<file path="config.mk">
export PLATFORM = sky130hd
export DESIGN_NAME = uart_tx_arbiter
export DESIGN_NICKNAME = d
export VERILOG_FILES = /design/src/rtl/uart_tx_arbiter.sv
export SDC_FILE = /design/constraint.sdc
export NUM_CORES = 1
export LEC_CHECK = 0
export ABC_AREA = 1
export CORE_UTILIZATION = 23
export DETAILED_ROUTE_END_ITERATION = 6
export SETUP_SLACK_MARGIN = 0.05
export SLEW_MARGIN = 40
export SYNTH_ARGS = -nofsm -noshare
export SYNTH_HDL_FRONTEND = slang
export SYNTH_SLANG_ARGS = --single-unit
</file>
<file path="constraint.sdc">
create_clock -name UCLK -period 2.5 [get_ports UCLK]
set_input_delay 0.75 -clock UCLK [delete_from_list [all_inputs] [get_ports UCLK]]
set_output_delay 0.75 -clock UCLK [all_outputs]
set_load 0.01 [all_outputs]
</file>
<file path="src/rtl/uart_tx_arbiter.sv">
// Round-robin packet arbiter sharing one UART TX FIFO write port among NUM_REQ requesters.
// Every granted packet is prefixed with a {HDR_TAG, id} byte; a watchdog aborts starved grants.
module uart_tx_arbiter #(
    parameter int         DATA_WIDTH = 8,
    parameter int         NUM_REQ    = 4,
    parameter logic [3:0] HDR_TAG    = 4'hA,
    parameter int         TIMEOUT    = 64
) (
    input  logic                          UCLK,
    input  logic                          reset,
    input  logic [NUM_REQ-1:0]            req_valid,
    input  logic [NUM_REQ*DATA_WIDTH-1:0] req_data,
    input  logic [NUM_REQ-1:0]            req_last,
    output logic [NUM_REQ-1:0]            req_ready,
    input  logic                          tx_full,
    output logic [DATA_WIDTH-1:0]         W_data,
    output logic                          wr_uart,
    output logic [3:0]                    grant_id,
    output logic                          busy,
    output logic                          timeout_err,
    output logic [3:0]                    err_id
);
    localparam int IW = (NUM_REQ > 1) ? $clog2(NUM_REQ) : 1;
    localparam int CW = $clog2(TIMEOUT);

    typedef enum logic [1:0] {IDLE, HDR, PAY} state_t;

    state_t          state_q, state_d;
    logic [IW-1:0]   ptr_q, ptr_d;
    logic [IW-1:0]   gnt_q, gnt_d;
    logic [3:0]      err_id_q, err_id_d;
    logic            busy_q, busy_d;
    logic [CW-1:0]   wd_cnt_q, wd_cnt_d;

    logic                  cur_valid, cur_last, xfer, sel_found;
    logic [DATA_WIDTH-1:0] cur_data, hdr_byte;
    logic [NUM_REQ-1:0]    rot;
    logic [IW-1:0]         sel_idx;
    int                    sel_sum;

    assign grant_id = 4'(gnt_q);
    assign err_id   = err_id_q;
    assign busy     = busy_q;

    always_comb begin
        cur_valid = 1'b0;
        cur_last  = 1'b0;
        cur_data  = '0;
        for (int i = 0; i < NUM_REQ; i++) begin
            if (gnt_q == IW'(i)) begin
                cur_valid = req_valid[i];
                cur_last  = req_last[i];
                cur_data  = req_data[i*DATA_WIDTH +: DATA_WIDTH];
            end
        end
        hdr_byte      = '0;
        hdr_byte[7:0] = {HDR_TAG, 4'(gnt_q)};
    end

    // Rotate so bit 0 is requester ptr+1; the first set bit wins.
    always_comb begin
        rot       = NUM_REQ'({req_valid, req_valid} >> ({1'b0, ptr_q} + 1'b1));
        sel_found = 1'b0;
        sel_idx   = '0;
        sel_sum   = 0;
        for (int k = 0; k < NUM_REQ; k++) begin
            if (!sel_found && rot[k]) begin
                sel_found = 1'b1;
                sel_sum   = int'(ptr_q) + 1 + k;
                if (sel_sum >= NUM_REQ) sel_sum = sel_sum - NUM_REQ;
                sel_idx   = IW'(sel_sum);
            end
        end
    end

    always_comb begin
        state_d     = state_q;
        ptr_d       = ptr_q;
        gnt_d       = gnt_q;
        err_id_d    = err_id_q;
        wd_cnt_d    = wd_cnt_q;
        wr_uart     = 1'b0;
        W_data      = '0;
        req_ready   = '0;
        timeout_err = 1'b0;
        xfer        = cur_valid && !tx_full;
        case (state_q)
            IDLE: begin
                if (sel_found) begin
                    gnt_d   = sel_idx;
                    state_d = HDR;
                end
            end
            HDR: begin
                W_data  = hdr_byte;
                wr_uart = !tx_full;
                if (!tx_full) begin
                    state_d  = PAY;
                    wd_cnt_d = '0;
                end
            end
            PAY: begin
                W_data  = cur_data;
                wr_uart = xfer;
                for (int i = 0; i < NUM_REQ; i++)
                    req_ready[i] = (gnt_q == IW'(i)) && !tx_full;
                if (xfer) begin
                    wd_cnt_d = '0;
                    if (cur_last) begin
                        ptr_d   = gnt_q;
                        state_d = IDLE;
                    end
                end else if (!cur_valid) begin
                    // Full-but-valid cycles fall through: neither counted nor cleared.
                    if (wd_cnt_q == CW'(TIMEOUT - 1)) begin
                        timeout_err = 1'b1;
                        err_id_d    = 4'(gnt_q);
                        ptr_d       = gnt_q;
                        state_d     = IDLE;
                        wd_cnt_d    = '0;
                    end else begin
                        wd_cnt_d = wd_cnt_q + 1'b1;
                    end
                end
            end
            default: state_d = IDLE;
        endcase
        busy_d = (state_d != IDLE);
    end

    always_ff @(posedge UCLK or posedge reset) begin
        if (reset) begin
            state_q  <= IDLE;
            ptr_q    <= IW'(NUM_REQ - 1);
            gnt_q    <= '0;
            err_id_q <= '0;
            busy_q   <= 1'b0;
            wd_cnt_q <= '0;
        end else begin
            state_q  <= state_d;
            ptr_q    <= ptr_d;
            gnt_q    <= gnt_d;
            err_id_q <= err_id_d;
            busy_q   <= busy_d;
            wd_cnt_q <= wd_cnt_d;
        end
    end
endmodule

</file>
==> results by group <==
Logic synthesis
  – Cell variety after synth: 31
  – Synth area leader: dfrtp_1
  – Share of Yosys cell area claimed by the top area cell type: between 20% and 30%
  – Yosys warns: 0
  – Seq/Total Area, Yosys: between 20% and 30%
  – Syn_area_per_cell: between 6 and 7 um^2
  – Syn Inst Count: 235
  – Yosys reg bits: 15
  – Largest cells by area after synthesis: dfrtp_1, nand2_1, nand3_1
  – Synth Cell Area: about 1500 um^2

Cells and area
  – Share of cells above drive strength 1: between 20% and 30%
  – N_diodes: 0
  – Most frequent cells in the layout: nand2_1, nand3_1, clkdlybuf4s50_1
  – Area delta synth->final: 58.3%
  – Final cell count without fillers: 391
  – Leading cell type in the layout, fill and taps excluded: nand2_1
  – Fillers: approximately 660
  – Nets: between 300 and 400

GRT
  – Vias in the first global route: roughly 1600
  – Initial antenna violation count: 0
  – Largest net degree at the start of global routing: 16
  – First-pass GRT wire length: 7590 um
  – Total track usage: 14.5%
  – Overflow after GRT: 0

Die
  – Area of the core: just over 6000 um^2
  – Initial Utilization: around 24%
  – Rows: 28
  – Die Area: 6750 um^2
  – Die span in y: 82.2 um
  – Io pins: 66
  – Chip width: about 82 um

Setup path
  – Worst path slowest cell: clkdlybuf4s50_1
  – CP max FO: 1
  – Buf/Inv on CP: 2
  – Worst r2r dst: busy
  – Critical path data required time: ~1800 ps
  – Critical path endpoint category: primary output
  – R2r worst-path depth: 11
  – Reg2reg start: gnt_q[1]
  – Crit path launch type: input port
  – Largest stage delay, worst path: between 400 and 500 ps
  – Top Family by Delay on Critical Path: buffers and inverters
  – CP Cell Sequence: clkdlybuf4s50_1 -> nand3_1 -> nand2_1 -> o21ai_1 -> a21oi_1 -> buf_2
  – Reg-to-reg slack, setup: just under 800 ps
  – Worst path arrival time: between 1500 and 2000 ps
  – Crit Path Category: in -> out

Clock tree
  – Clk sink count: 15
  – H-tree Lvls: 1
  – Clock tree buffer depth: 2
  – Reg clk slew, reported paths: approximately 60 ps
  – CTS Buf Count: 3
  – Root Buffer: clkbuf_8
  – Clock latency on the worst-skew pair: approximately 250 ps
  – CTS tree: built

Power and ir drop
  – Worst vdd ir: between 400 and 500 uV
  – P_leak: 1.19 nW
  – Pwr/cell area: approximately 890 nW/um^2
  – Total power: between 2 and 2.5 mW

Timing
  – Slew @ Worst Pin: between 500 and 600 ps
  – TNS Setup: 0 ps
  – Max-slew headroom: between 60% and 70%
  – Post-route clock period utilization: 97.2%
  – Worst Skew: roughly 4.5 ps
  – Final Hold Fails: 0
  – Unrepaired setup endpoints after global routing: true
  – Max-slew violations: 0
  – Minimum clock period: ~2400 ps
  – Fmax: slightly above 400 MHz
  – Endpoints failing setup: 0

Status
  – Status: finished clean

Worst hold path
  – Min-delay worst type: reg -> reg
  – Hold worst-path end: ptr_q[0]
  – Hold path depth: 2
  – Hold_sp: ptr_q[0]

Placement
  – Placed instance count: just under 400
  – Hpwl dp: ~3700 um
  – Port bufs: a little over 60
  – GPL Wtd Cong: between 0.8 and 0.9

Routing
  – TritonRoute pass-1 iters: 4
  – Remaining antenna violation count: 0
  – Routed via count: between 1500 and 2000
  – Vias/cell: between 4 and 5
  – DR iter-0 viols: 74
  – DRC viols: 0
  – Routed WL per cell: roughly 12 um
  – Final wirelength: about 4600 um

Flow run
  – Max-Cap Viols: 0
-- synthesized netlist by cell type (all sizes together) --
library cell	count
a21oi	9
o211ai	4
o21ai	29
clkbuf	4
nand3b	1
or2	1
inv	23
buf	9
xnor2	1
nor3b	1
nor3	4
nand2	70
nand4	5
a31oi	1
dfrtp	13
o221ai	1
dfstp	2
ha	5
nor2	12
xor2	2
a211oi	1
conb	1
nand3	36
-- report_power, final --
| part | total, mW | internal [mW] | switching [mW] | leakage, nW |
|---|---|---|---|---|
| clock | 0.196 | 0.113 | 0.0830 | 0.0228 |
| combinational | 1.51 | 0.640 | 0.865 | 0.971 |
| sequential | 0.383 | 0.314 | 0.0686 | 0.193 |
-- metal layers --
metal / vias up / routed length (um) / global-route usage (%)
li1: 940 / - / -
met1: 786 / 2210 / 18.4
met2: 31 / 2230 / 25.8
met3: 4 / 139 / 2.75
met4: 0 / 24 / 2.11
met5: - / 0 / 0
-- cells by family after synthesis --
logic type | synth area share, %
simple gates | 40.8
compound gates | 16.7
buf+inv | 10.7
flops | 25.5
fa+ha+maj | 4.23
xor+xnor | 1.78
other cells | 0.254
-- timing repair --
action | in CTS | in global routing
setup buffers | 0 | 1
hold buffers | 0 | 0
endpoints found under the setup margin | 14 | 10
gates resized for setup | 86 | 23
pin swaps | 16 | 17
-- worst max-delay path by stage --
stage               slack (ps)    startpoint  cells past startpoint           to
global placement          -680  req_valid[1]                      6      wr_uart
floorplan                  380  req_valid[1]                      4      wr_uart
CTS                         60  req_valid[1]                      7  timeout_err
finish                      70  req_data[12]                      6    W_data[4]
global route                10  req_data[12]                      6    W_data[4]
detailed placement        -650  req_valid[1]                      6      wr_uart
-- flip-flops by register name, indices dropped and copies added, names as in the netlist --
name      cells
state_q       2
gnt_q         2
busy          1
err_id        2
ptr_q         2
wd_cnt_q      6
-- worst reg2reg max path: stages (launching register included) --
cell     delay, ps
dfrtp_2        440
buf_4          160
nand2_2         90
or2_4          130
nand2_4         70
buf_4          160
nor2_4         150
nand2_2         80
nand2_1         90
nand3_1         80
nand2_1         90
nand2_1         60
-- through the flow --
stage          worst slack [ps]  instance area, um^2  utilization, %  hold WS [ps]
6_report                   70.1                 2340            38.6           522
5_1_grt                    10.3                 2340            38.6           555
4_1_cts                    62.1                 2310            38.0           524
3_5_place_dp               -654                 2310            38.1           512
3_3_place_gp               -676                 2310            38.1           515
2_1_floorplan               383                 1490               -           484
-- final cells by class --
type / count / area (um^2) / share of cell area [%]
clock buffers: 4 / 45.0 / 1.92
inverters: 23 / 86.3 / 3.69
multi-input cells: 187 / 987 / 42.2
flip-flops and latches: 15 / 379 / 16.2
well taps: 75 / 93.8 / 4.01
repair buffers: 87 / 749 / 32.0
(Power assumes the default switching activity.)
